File: src/rtl/mem_burst_pkg.sv
// Purpose : shared types for the memory burst master (FSM states, direction codes).
// Latency : n/a (types only).
// Backpressure: n/a.
package mem_burst_pkg;

   // Sequencer states; outputs are decoded from the registered state.
   typedef enum logic [2:0] {
      IDLE     = 3'd0,
      WR_FETCH = 3'd1,
      WR_REQ   = 3'd2,
      RD_REQ   = 3'd3,
      RD_OUT   = 3'd4,
      DONE     = 3'd5
   } state_e;

   localparam logic DIR_RD = 1'b0;
   localparam logic DIR_WR = 1'b1;

endpackage

File: src/rtl/mem_burst_addr_gen.sv
// Purpose : burst address/count tracker; loads start address and length, steps per word.
// Latency : registered; addr_o/last_o reflect a load or increment on the following cycle.
// Backpressure: none; steps only when the owning FSM pulses inc_i.
// Ports: clk_i/clr_i clock and sync active-high reset; load_i/addr_i/len_i latch a new burst;
//        inc_i advances address and count; addr_o current word address; last_o count==len.
module mem_burst_addr_gen #(
   parameter int ADDR_WIDTH = 4
) (
   input  logic                  clk_i,
   input  logic                  clr_i,
   input  logic                  load_i,
   input  logic [ADDR_WIDTH-1:0] addr_i,
   input  logic [ADDR_WIDTH-1:0] len_i,
   input  logic                  inc_i,
   output logic [ADDR_WIDTH-1:0] addr_o,
   output logic                  last_o
);

   logic [ADDR_WIDTH-1:0] addr_q, addr_d;
   logic [ADDR_WIDTH-1:0] len_q, len_d;
   // One bit wider than the address so a full-memory burst (len = DEPTH-1) never aliases.
   logic [ADDR_WIDTH:0]   cnt_q, cnt_d;

   always_comb begin
      addr_d = addr_q;
      len_d  = len_q;
      cnt_d  = cnt_q;
      if (load_i) begin
         addr_d = addr_i;
         len_d  = len_i;
         cnt_d  = '0;
      end else if (inc_i) begin
         // Address wraps naturally modulo 2^ADDR_WIDTH.
         addr_d = addr_q + ADDR_WIDTH'(1);
         cnt_d  = cnt_q + (ADDR_WIDTH+1)'(1);
      end
   end

   always_ff @(posedge clk_i) begin
      if (clr_i) begin
         addr_q <= '0;
         len_q  <= '0;
         cnt_q  <= '0;
      end else begin
         addr_q <= addr_d;
         len_q  <= len_d;
         cnt_q  <= cnt_d;
      end
   end

   assign addr_o = addr_q;
   assign last_o = (cnt_q == {1'b0, len_q});

endmodule

File: src/rtl/mem_burst_master.sv
// Purpose : burst sequencer driving a single-port SRAM one valid/ready word at a time.
// Latency : cmd->first mem request 1 cycle (read) / 2 cycles (write); >=2 cycles per word + 1 DONE cycle.
// Backpressure: write data starvation parks in WR_FETCH, read backpressure parks in RD_OUT, mem stalls park in *_REQ.
// Ports: cmd_* burst command (dir, start addr, len = words-1); wr_* write data in; rd_* read data out
//        with rd_last_o on the final word; mem_* SRAM request/response; busy_o not idle; done_o end pulse.
// Build option: MEM_BURST_TIMEOUT_EN adds a memory watchdog and the sticky err_o output.
module mem_burst_master
   import mem_burst_pkg::*;
#(
   parameter int WIDTH          = 8,
   parameter int DEPTH          = 16,
   parameter int ADDR_WIDTH     = $clog2(DEPTH),
   parameter int TIMEOUT_CYCLES = 64
) (
   input  logic                  clk_i,
   input  logic                  clr_i,
   input  logic                  cmd_valid_i,
   output logic                  cmd_ready_o,
   input  logic                  cmd_wr_i,
   input  logic [ADDR_WIDTH-1:0] cmd_addr_i,
   input  logic [ADDR_WIDTH-1:0] cmd_len_i,
   input  logic                  wr_valid_i,
   output logic                  wr_ready_o,
   input  logic [WIDTH-1:0]      wr_data_i,
   output logic                  rd_valid_o,
   input  logic                  rd_ready_i,
   output logic [WIDTH-1:0]      rd_data_o,
   output logic                  rd_last_o,
   output logic                  mem_valid_o,
   output logic                  mem_wr_rd_en_o,
   output logic [ADDR_WIDTH-1:0] mem_addr_o,
   output logic [WIDTH-1:0]      mem_wdata_o,
   input  logic                  mem_ready_i,
   input  logic [WIDTH-1:0]      mem_rdata_i,
`ifdef MEM_BURST_TIMEOUT_EN
   output logic                  err_o,
`endif
   output logic                  busy_o,
   output logic                  done_o
);

   state_e           state_q, state_d;
   logic             dir_q, dir_d;
   logic [WIDTH-1:0] wdata_q, wdata_d;
   logic [WIDTH-1:0] rdata_q, rdata_d;

   logic             ag_load, ag_inc, ag_last;
   logic [ADDR_WIDTH-1:0] ag_addr;

   mem_burst_addr_gen #(
      .ADDR_WIDTH (ADDR_WIDTH)
   ) u_addr_gen (
      .clk_i  (clk_i),
      .clr_i  (clr_i),
      .load_i (ag_load),
      .addr_i (cmd_addr_i),
      .len_i  (cmd_len_i),
      .inc_i  (ag_inc),
      .addr_o (ag_addr),
      .last_o (ag_last)
   );

`ifdef MEM_BURST_TIMEOUT_EN
   localparam int WD_W = $clog2(TIMEOUT_CYCLES + 1);

   logic [WD_W-1:0] wd_q, wd_d;
   logic            err_q, err_d;
   logic            in_req, wd_expire;

   assign in_req = (state_q == WR_REQ) || (state_q == RD_REQ);
   // Fires on the edge that would make the stall TIMEOUT_CYCLES long, so DONE
   // is entered exactly TIMEOUT_CYCLES cycles after mem_valid_o rose.
   assign wd_expire = in_req && !mem_ready_i && (wd_q == WD_W'(TIMEOUT_CYCLES - 1));

   always_comb begin
      wd_d  = '0;
      err_d = err_q;
      if (in_req && !mem_ready_i) begin
         wd_d = wd_q + WD_W'(1);
      end
      if (state_q == IDLE && cmd_valid_i) begin
         err_d = 1'b0;
      end
      if (wd_expire) begin
         err_d = 1'b1;
      end
   end

   always_ff @(posedge clk_i) begin
      if (clr_i) begin
         wd_q  <= '0;
         err_q <= 1'b0;
      end else begin
         wd_q  <= wd_d;
         err_q <= err_d;
      end
   end

   assign err_o = err_q;
`else
   // Keeps the watchdog parameter referenced when the watchdog is compiled out.
   logic unused_timeout;
   assign unused_timeout = (TIMEOUT_CYCLES > 0);
`endif

   always_comb begin
      state_d     = state_q;
      dir_d       = dir_q;
      wdata_d     = wdata_q;
      rdata_d     = rdata_q;
      ag_load     = 1'b0;
      ag_inc      = 1'b0;
      cmd_ready_o = 1'b0;
      wr_ready_o  = 1'b0;
      rd_valid_o  = 1'b0;
      rd_last_o   = 1'b0;
      mem_valid_o = 1'b0;
      done_o      = 1'b0;

      case (state_q)
         IDLE: begin
            cmd_ready_o = 1'b1;
            if (cmd_valid_i) begin
               ag_load = 1'b1;
               dir_d   = cmd_wr_i ? DIR_WR : DIR_RD;
               state_d = cmd_wr_i ? WR_FETCH : RD_REQ;
            end
         end
         WR_FETCH: begin
            wr_ready_o = 1'b1;
            if (wr_valid_i) begin
               wdata_d = wr_data_i;
               state_d = WR_REQ;
            end
         end
         WR_REQ: begin
            mem_valid_o = 1'b1;
            if (mem_ready_i) begin
               if (ag_last) begin
                  state_d = DONE;
               end else begin
                  ag_inc  = 1'b1;
                  state_d = WR_FETCH;
               end
            end
         end
         RD_REQ: begin
            mem_valid_o = 1'b1;
            if (mem_ready_i) begin
               rdata_d = mem_rdata_i;
               state_d = RD_OUT;
            end
         end
         RD_OUT: begin
            rd_valid_o = 1'b1;
            rd_last_o  = ag_last;
            if (rd_ready_i) begin
               if (ag_last) begin
                  state_d = DONE;
               end else begin
                  ag_inc  = 1'b1;
                  state_d = RD_REQ;
               end
            end
         end
         DONE: begin
            done_o  = 1'b1;
            state_d = IDLE;
         end
         default: begin
            state_d = IDLE;
         end
      endcase

`ifdef MEM_BURST_TIMEOUT_EN
      // Abandon the stalled request; DONE drops mem_valid_o.
      if (wd_expire) begin
         state_d = DONE;
      end
`endif
   end

   always_ff @(posedge clk_i) begin
      if (clr_i) begin
         state_q <= IDLE;
         dir_q   <= DIR_RD;
         wdata_q <= '0;
         rdata_q <= '0;
      end else begin
         state_q <= state_d;
         dir_q   <= dir_d;
         wdata_q <= wdata_d;
         rdata_q <= rdata_d;
      end
   end

   // Direction is only meaningful while a request is on the bus.
   assign mem_wr_rd_en_o = mem_valid_o && (dir_q == DIR_WR);
   assign mem_addr_o     = ag_addr;
   assign mem_wdata_o    = wdata_q;
   assign rd_data_o      = rdata_q;
   assign busy_o         = (state_q != IDLE);

endmodule

File: config.mk
export PLATFORM = sky130hd
export DESIGN_NAME = mem_burst_master
export DESIGN_NICKNAME = d
export VERILOG_FILES = /design/src/rtl/mem_burst_pkg.sv /design/src/rtl/mem_burst_addr_gen.sv /design/src/rtl/mem_burst_master.sv
export SDC_FILE = /design/constraint.sdc
export NUM_CORES = 1
export LEC_CHECK = 0
export BUFFER_PORTS_ARGS = -buffer_cell sky130_fd_sc_hd__buf_2
export CAP_MARGIN = 10
export CORE_ASPECT_RATIO = 1.1
export CORE_MARGIN = 3
export CORE_UTILIZATION = 32
export CTS_CLUSTER_SIZE = 20
export DETAILED_ROUTE_END_ITERATION = 16
export SETUP_SLACK_MARGIN = 0.3
export SYNTH_ARGS = -nofsm -noshare
export SYNTH_HDL_FRONTEND = slang
export SYNTH_HIERARCHICAL = 1
export SYNTH_SLANG_ARGS = --single-unit
File: constraint.sdc
create_clock -name clk_i -period 3.7 [get_ports clk_i]
set_input_delay 0.185 -clock clk_i [delete_from_list [all_inputs] [get_ports clk_i]]
set_output_delay 0.185 -clock clk_i [all_outputs]
set_load 0.05 [all_outputs]
# == Word-level counts from Yosys, hierarchy flattened ==
# Index checks and enable logic that the tools add are counted.
# totals
reg_bits,33
inputBits,31
output_inout_bits,28
elab_cells,54
# op_classes
addsub,2
eq_ne,11
mux,24
n_reduce_logical,10
# op_table
op,count
$mux W3,7
$pmux W3 S5,1
$mux W1,12
$ne A2 B2 Y1 const B,5
$mux W4,2
$eq A3 B2 Y1 const B,2
$eq A3 B3 Y1 const B,2
$reduce_and A2 Y1,3
$add A5 B1 Y5 const B,1
$eq A5 B4 Y1,1
$reduce_and A5 Y1,1
$add A4 B1 Y4 const B,1
$reduce_or A2 Y1,2
$eq A3 B1 Y1 const B,1
$logic_not A3 Y1,1
$reduce_bool A3 Y1,1
$mux W2,1
$pmux W1 S2,1
$reduce_bool A2 Y1,1
$logic_and A1 B1 Y1,1

# == Longest topological paths before layout ==
# Gate-level depths: netlist (run 1).
# depth
depth_word,6
depth_mapped,9
ltp_nobuf,8

# == Modules after synthesis ==
# Netlist (run 1), hierarchy kept.
# by_module_without_submodules
mod,n_inst,cells_each,area_each_um2,seq_area_each_um2
mem_burst_master,1,108,930.9,400.4
mem_burst_addr_gen,1,62,613.1,260.2

# == Least setup slack after synthesis (run 1) ==
# Ideal clock, no wire load.
# synth_path
path_kind,flip-flop to flip-flop
start,reg state_q[1]
end,reg u_addr_gen.addr_q[1] (netlist: u_addr_gen/addr_o[1])
setup_ns,0.128
arrival_time_ns,2.269
required_time_ns,3.572
slack_ns,1.303
stages_incl_launch_ff,9
period_less_slack_ns,2.397
path_cell_list,dfxtp_1 buf_2 nor2b_1 a22oi_1 nor2_1 buf_6 mux2_4 mux2i_1 nor2_1
# synth_between
elab_chain_cells,3
# synth_rtl
item,line_no,text
start: declaration,mem_burst_master.sv:42,"state_e state_q, state_d;"
start signal: assignment,mem_burst_master.sv:190,state_q <= state_d;
$eq A3 B3 Y1 / $eq A3 B2 Y1 (equally long branches),mem_burst_master.sv:120,case (state_q)
$pmux W1 S2 *,mem_burst_master.sv:120,
via ag_inc,mem_burst_master.sv:47,"logic ag_load, ag_inc, ag_last;"
$reduce_bool A2 Y1 (no line) *,-,
end signal: assignment,mem_burst_addr_gen.sv:45,addr_q <= addr_d;
end: declaration,mem_burst_addr_gen.sv:19,"logic [ADDR_WIDTH-1:0] addr_q, addr_d;"
# Mark *: on every way through the listed nets, which the timed path passes. The rest lies on a longest branch.
# A chain may end at the register's enable or synchronous reset.

# == Worst setup path after layout (run 1) ==
# Same ends and word-level chain as after synthesis.

==> results of run 1 <==
==> synthesized netlist by cell type, types with 3 or more instances <==
cell type,instances
nand2b_1,3
xor2_1,5
nand2_1,20
and2_1,3
mux2i_1,16
nor3_1,6
xnor2_1,6
buf_2,3
dfxtp_1,33
buf_1,3
nand4_1,3
nor2_1,21
a21oi_1,13
nor2b_1,3
==> registers in the layout (all words and copies together), names as in the netlist <==
register and count:
rd_data_o 8, dir_q 1, mem_wdata_o 8, state_q 3, u_addr_gen/addr_o 4, u_addr_gen/len_q 4
u_addr_gen/cnt_q 5
==> critical path, cell delays in order (launching register included) <==
cell	delay (ns)
dfxtp_1	0.60
nor2b_1	0.34
a22oi_1	0.11
nor2_1	0.55
mux2_4	0.35
mux2i_1	0.12
nor2_1	0.05
==> per-layer routing <==
metal | part of all wire | global-route usage | vias to the layer above | wire length [um]
li1 | - | - | 688 | -
met1 | 0.46 | 0.161 | 549 | 1560
met2 | 0.45 | 0.193 | 44 | 1530
met3 | 0.074 | 0.0380 | 5 | 251
met4 | 0.011 | 0.0508 | 0 | 36
met5 | 0 | 0 | - | 0
==> final timing paths <==
| kind | startpoint | endpoint | slack, ns | cells after the start |
|---|---|---|---|---|
| worst max-delay path | state_q[1] | u_addr_gen/addr_o[1] | 1.45 | 6 |
| worst min-delay path | wr_data_i[4] | mem_wdata_o[4] | 0.14 | 3 |
| worst max register to register | state_q[1] | u_addr_gen/addr_o[1] | 1.45 | 6 |
| worst min register to register | rd_data_o[7] | rd_data_o[7] | 0.45 | 2 |
==> power by group <==
group / switching, mW / total, mW / internal [mW]
Clock: 0.128 / 0.296 / 0.168
Combinational: 0.426 / 0.640 / 0.215
Sequential: 0.0822 / 0.496 / 0.413
Total: 0.636 / 1.43 / 0.796
==> metrics by stage <==
| step | cell area (sq um) | utilization | hold slack, ns | cells | worst slack, ns |
|---|---|---|---|---|---|
| floorplan | 1540 | - | 0.262 | 170 | 1.30 |
| global placement | 1840 | 0.412 | 0.419 | 271 | 1.50 |
| detailed placement | 1840 | 0.412 | 0.430 | 271 | 1.43 |
| CTS | 1940 | 0.434 | 0.125 | 279 | 1.41 |
| global route | 1940 | 0.434 | 0.134 | 279 | 1.15 |
| finish | 1940 | 0.434 | 0.135 | 279 | 1.45 |
==> placed cells by master, fill, tap and decap left out, drive strengths merged, types with 2 or more instances in the layout <==
cell type,n
and4bb,2
dfxtp,33
ha,2
clkbuf,7
xor2,5
xnor2,6
buf,58
nand2,20
nor2,21
or3b,2
and2,3
o31ai,2
mux2i,16
nor2b,3
inv,3
nand4,3
o21a,2
nand2b,3
nor3,6
a21oi,13
==> layout make-up <==
cell class | instances | area, sq um
Inverter | 3 | 11.3
Timing Repair Buffer | 58 | 290
Sequential cell | 33 | 661
Clock inverter | 1 | 5.00
Multi-Input combinational cell | 123 | 812
Clock buffer | 7 | 96.3
Fill cell | 473 | 2530
Tap cell | 54 | 67.6
==> cells by family (layout without fill, tap and decap cells) <==
| logic type | count (synthesis) | count (layout) | share of synthesized area |
|---|---|---|---|
| AOI/OAI and AO/OA | 21 | 21 | 0.0843 |
| xor gates and xnor gates | 11 | 11 | 0.0624 |
| and+or+nand+nor | 72 | 72 | 0.244 |
| muxes | 17 | 17 | 0.113 |
| DFF | 33 | 33 | 0.428 |
| buffers and inverters | 14 | 69 | 0.0519 |
| adders and majority gates | 2 | 2 | 0.0162 |
==> metrics.cfg, run 1 <==
[clock_tree]
cts_buffer_depth = 2
cts_sinks = 33
cts-root-buf = clkbuf_8
insertion_delay_ns = 0.28
cts_tree = done
cts_setup_buffers = 0
cts_hold_buf = 0
cts_made_buffers = 5
clk_pin_slew_ns = 0.06
cts_resized = 0
htree_levels = 2

[synthesis]
syn_avg_cell_area_sq_um = 9.08
yosys_most_used_dff = dfxtp_1
yosysWarnings = 6
seq_area_frac_synth = 0.428
synth_area_leaders = dfxtp_1 (43%), mux2i_1 (10%), nor2_1 (5.1%)
netlist_instances = 170
syn_nets = 203
synth_cell_types = 41
synth_seq_cells = 33
synth_edf_count = 0
yosys.area.top_type_share = 0.428
synth_area_sq_um = 1540
synthArstFlopShare = 0
synth_top_area_cell = dfxtp_1

[routing]
wl_per_cell_um = 12.1
routed_wl_mm = 3.38
drtIter0Drc = 51
dr.pass1.iters = 4
via_per_inst = 4.61
vias = 1286
antenna_left = 0
route.detailed.drc = 0

[die]
die_area_sq_um = 5700
die_y_um = 78.9
die_w_um = 72.2
core_sq_um = 4470
rows = 25
num_io_pins = 59
start_util = 0.345

[sta]
report.final.slew_viol_count = 0
tightest_slew_ns = 1.01
period_share = 0.609
fmax_ghz = 0.443
rsz0062_at_grt = false
hold_viol_final = 0
setup_viol = 0
finalWorstPathRequiredPeriod_ns = 2.25
skew_ns = 0.000976
fin_setup_tns_ns = 0
maxSlewHeadroom = 0.321

[worst_setup_path]
cp-start-kind = register
worstPathRequired_ns = 3.85
cp.arrival_ns = 2.41
worstPathMaxFanout = 15
critical_path_class = register to register
endpoint_kind = register

[grt]
grt_overflow = 0
antenna_found_initial = 0
grt_use_total = 0.125
grt_max_degree = 36
grt_pass1_vias = 1226
grt_pass1_wl_mm = 5.62

[power_and_ir_drop]
p_total_mw = 1.43
vdd_drop_max_v = 0.000345
p_per_area_nw_per_um2 = 737
p_leak_nw = 0.886

[placed_design]
io_buffers = 58
gp_congestion = 0.728
dp.final_hpwl_mm = 2.48

[run_status]
outcome = finished, final reports clean

[final_layout]
diodes = 0
drive_above_1_share = 0.320
finalNetCount = 257
syn_to_final_growth_pct = 25.9

[flow_run]
maxCapViolations = 0

[min_path]
hp-class = input pin to register

No activity file was read; power rests on OpenSTA's default activity.
==> run 2: changes to the inputs <==
ABC_AREA = 1   (was unset)
clock period = 2.3 ns   (was 3.7 ns; I/O delays follow)
==> run 2 against run 1 <==
- synthesized cell count grew 29%
- clock power grew 38%
- sequential share of layout area shrank 0.33 points
- global-route usage grew 1.5 points
- largest cell class unchanged
- largest power group unchanged
- setup slack lost 0.92 ns
- sequential power grew 57%
==> metrics.cfg, run 2 <==
[worst_setup_path]
worstReg2RegStart = state_q[1]  ; unchanged
worstSetupStartpoint = u_addr_gen/cnt_q[0]  ; was state_q[1]
worstPathRequired_ns = 2.18  ; was 3.85 ns
worstPathMaxFanout = 3  ; was 15
cp-start-kind = register  ; unchanged
cp.arrival_ns = 1.66  ; was 2.41 ns
endpoint_kind = output port  ; was register
critical_path_class = register to output port  ; was register to register
r2r_slack_ns = 0.58  ; was 1.45 ns

[sta]
finalWorstPathRequiredPeriod_ns = 1.77
skew_ns = 0.00336  ; was 0.000976 ns
rsz0062_at_grt = false  ; unchanged
report.final.slew_viol_count = 0  ; unchanged
setup_viol = 0  ; unchanged
fin_setup_tns_ns = 0  ; unchanged
tightest_slew_ns = 0.512  ; was 1.01 ns
hold_viol_final = 0  ; unchanged
fmax_ghz = 0.564
period_share = 0.771
maxSlewHeadroom = 0.659  ; was 0.321

[power_and_ir_drop]
p_leak_nw = 0.951  ; was 0.886 nW
p_total_mw = 2.32  ; was 1.43 mW
vdd_drop_max_v = 0.000465  ; was 0.000345 V
p_per_area_nw_per_um2 = 1180  ; was 737 nW/um^2

[clock_tree]
cts_setup_buffers = 0  ; unchanged
insertion_delay_ns = 0.28  ; about the same
htree_levels = 2  ; unchanged
cts-root-buf = clkbuf_8  ; unchanged
cts_hold_buf = 0  ; unchanged
cts_resized = 0  ; unchanged
clk_pin_slew_ns = 0.06  ; about the same
cts_tree = done  ; unchanged
cts_made_buffers = 5  ; unchanged
cts_sinks = 33  ; unchanged
cts_buffer_depth = 2  ; unchanged

[synthesis]
synth_top_area_cell = dfxtp_1  ; unchanged
seq_area_frac_synth = 0.429  ; was 0.428
synth_edf_count = 0  ; unchanged
yosys-top-cells-count = nand2_1 (59), dfxtp_1 (33), a21oi_1 (24)  ; was dfxtp_1 (33), nor2_1 (21), nand2_1 (20)
synth_cell_types = 26  ; was 41
netlist_instances = 219  ; was 170
syn_nets = 252  ; was 203
synthArstFlopShare = 0  ; unchanged
yosys.area.top_type_share = 0.429  ; was 0.428
yosys_most_used_dff = dfxtp_1  ; unchanged
yosysWarnings = 6  ; unchanged
yosysMostFrequentCell = nand2_1  ; was dfxtp_1
syn_avg_cell_area_sq_um = 7.03  ; was 9.08 sq um
synth_area_leaders = dfxtp_1 (43%), nand2_1 (14%), a21oi_1 (7.8%)  ; was dfxtp_1 (43%), mux2i_1 (10%), nor2_1 (5.1%)
synth_seq_cells = 33  ; unchanged
synth_area_sq_um = 1540  ; about the same

[final_layout]
finalCoreUtilization = 0.439  ; was 0.434
final_common_cell = nand2_1  ; was buf_2
layout_common_cells = nand2_1 (59), buf_2 (58), dfxtp_1 (33)  ; was buf_2 (58), dfxtp_1 (33), nor2_1 (21)
syn_to_final_growth_pct = 27.4  ; was 25.9%
drive_above_1_share = 0.288  ; was 0.320
post_layout_nonfiller_instances = 335  ; was 279
diodes = 0  ; unchanged
finalNetCount = 313  ; was 257

[min_path]
hold_path.startpoint = cmd_len_i[2]  ; was wr_data_i[4]
hp-class = input pin to register  ; unchanged

[placed_design]
io_buffers = 58  ; unchanged
gp_congestion = 0.728  ; about the same
dp.final_hpwl_mm = 2.84  ; was 2.48 mm
dp.cells = 327  ; was 271

[die]
die_area_sq_um = 5680  ; was 5700 sq um
die_y_um = 78.8  ; was 78.9 um
num_io_pins = 59  ; unchanged
start_util = 0.344  ; was 0.345
core_sq_um = 4470  ; unchanged
rows = 25  ; unchanged
die_w_um = 72.2  ; about the same

[grt]
grt_max_degree = 25  ; was 36
grt_overflow = 0  ; unchanged
grt_use_total = 0.140  ; was 0.125
antenna_found_initial = 0  ; unchanged
grt_pass1_vias = 1383  ; was 1226
grt_pass1_wl_mm = 6.27  ; was 5.62 mm

[routing]
dr.pass1.iters = 4  ; unchanged
wl_per_cell_um = 11.1  ; was 12.1 um
drtIter0Drc = 96  ; was 51
routed_wl_mm = 3.71  ; was 3.38 mm
route.detailed.drc = 0  ; unchanged
vias = 1544  ; was 1286
antenna_left = 0  ; unchanged
via_per_inst = 4.61  ; about the same

[flow_run]
maxCapViolations = 0  ; unchanged

[run_status]
outcome = finished, final reports clean  ; unchanged

run 2: cell type report:
cell class | instances | area [sq um]
Multi-Input combinational cell | 154 | 749
Sequential cell | 33 | 661
Clock buffer | 6 | 72.6
Inverter | 27 | 104
Clock inverter | 2 | 10.0
Fill cell | 481 | 2510
Tap cell | 54 | 67.6
Timing Repair Buffer | 59 | 298
run 2: worst max-delay path, stage by stage (launching register included):
cell and delay, ns:
dfxtp_1 0.36, inv_1 0.08, nand2_1 0.06, nand2_1 0.05
nor2_1 0.09, nand3_1 0.07, nor2_1 0.17, inv_1 0.08
nor2_1 0.14, buf_2 0.28
run 2: report_power, final:
group / internal, mW / switching [mW] / total [mW]
clock: 0.209 / 0.199 / 0.408
combinational: 0.298 / 0.831 / 1.13
sequential: 0.680 / 0.0998 / 0.780
total: 1.19 / 1.13 / 2.32
run 2: path summary, 6_finish.rpt:
path                                             to  cells past startpoint
worst max-delay path                      rd_last_o                      9
worst min-delay path            u_addr_gen/len_q[2]                      3
worst max register to register  u_addr_gen/cnt_q[4]                     11
worst min register to register       mem_wdata_o[3]                      2
run 2: metrics by stage:
| stage | cell area, sq um | setup WS (ns) | hold WS [ns] |
|---|---|---|---|
| after CTS | 1960 | 0.508 | 0.0520 |
| after global routing | 1960 | 0.348 | 0.0632 |
| final | 1960 | 0.527 | 0.0620 |
| after detailed placement | 1880 | 0.565 | 0.349 |
| after global placement | 1880 | 0.587 | 0.341 |
| after floorplan | 1540 | 0.445 | 0.184 |
run 2: layer usage:
metal | wire [um] | GRT usage
met1 | 1720 | 0.189
met2 | 1710 | 0.209
met3 | 218 | 0.0316
met4 | 65 | 0.0677
met5 | 0 | 0
run 2: cell families (layout without fill, tap and decap cells):
logic type / Yosys count / in the layout / share of synthesized area
buf+inv: 32 / 94 / 0.0861
simple gates: 111 / 111 / 0.321
flops: 33 / 33 / 0.429
fa+ha+maj: 2 / 2 / 0.0162
xor+xnor: 1 / 1 / 0.00569
compound gates: 40 / 40 / 0.142
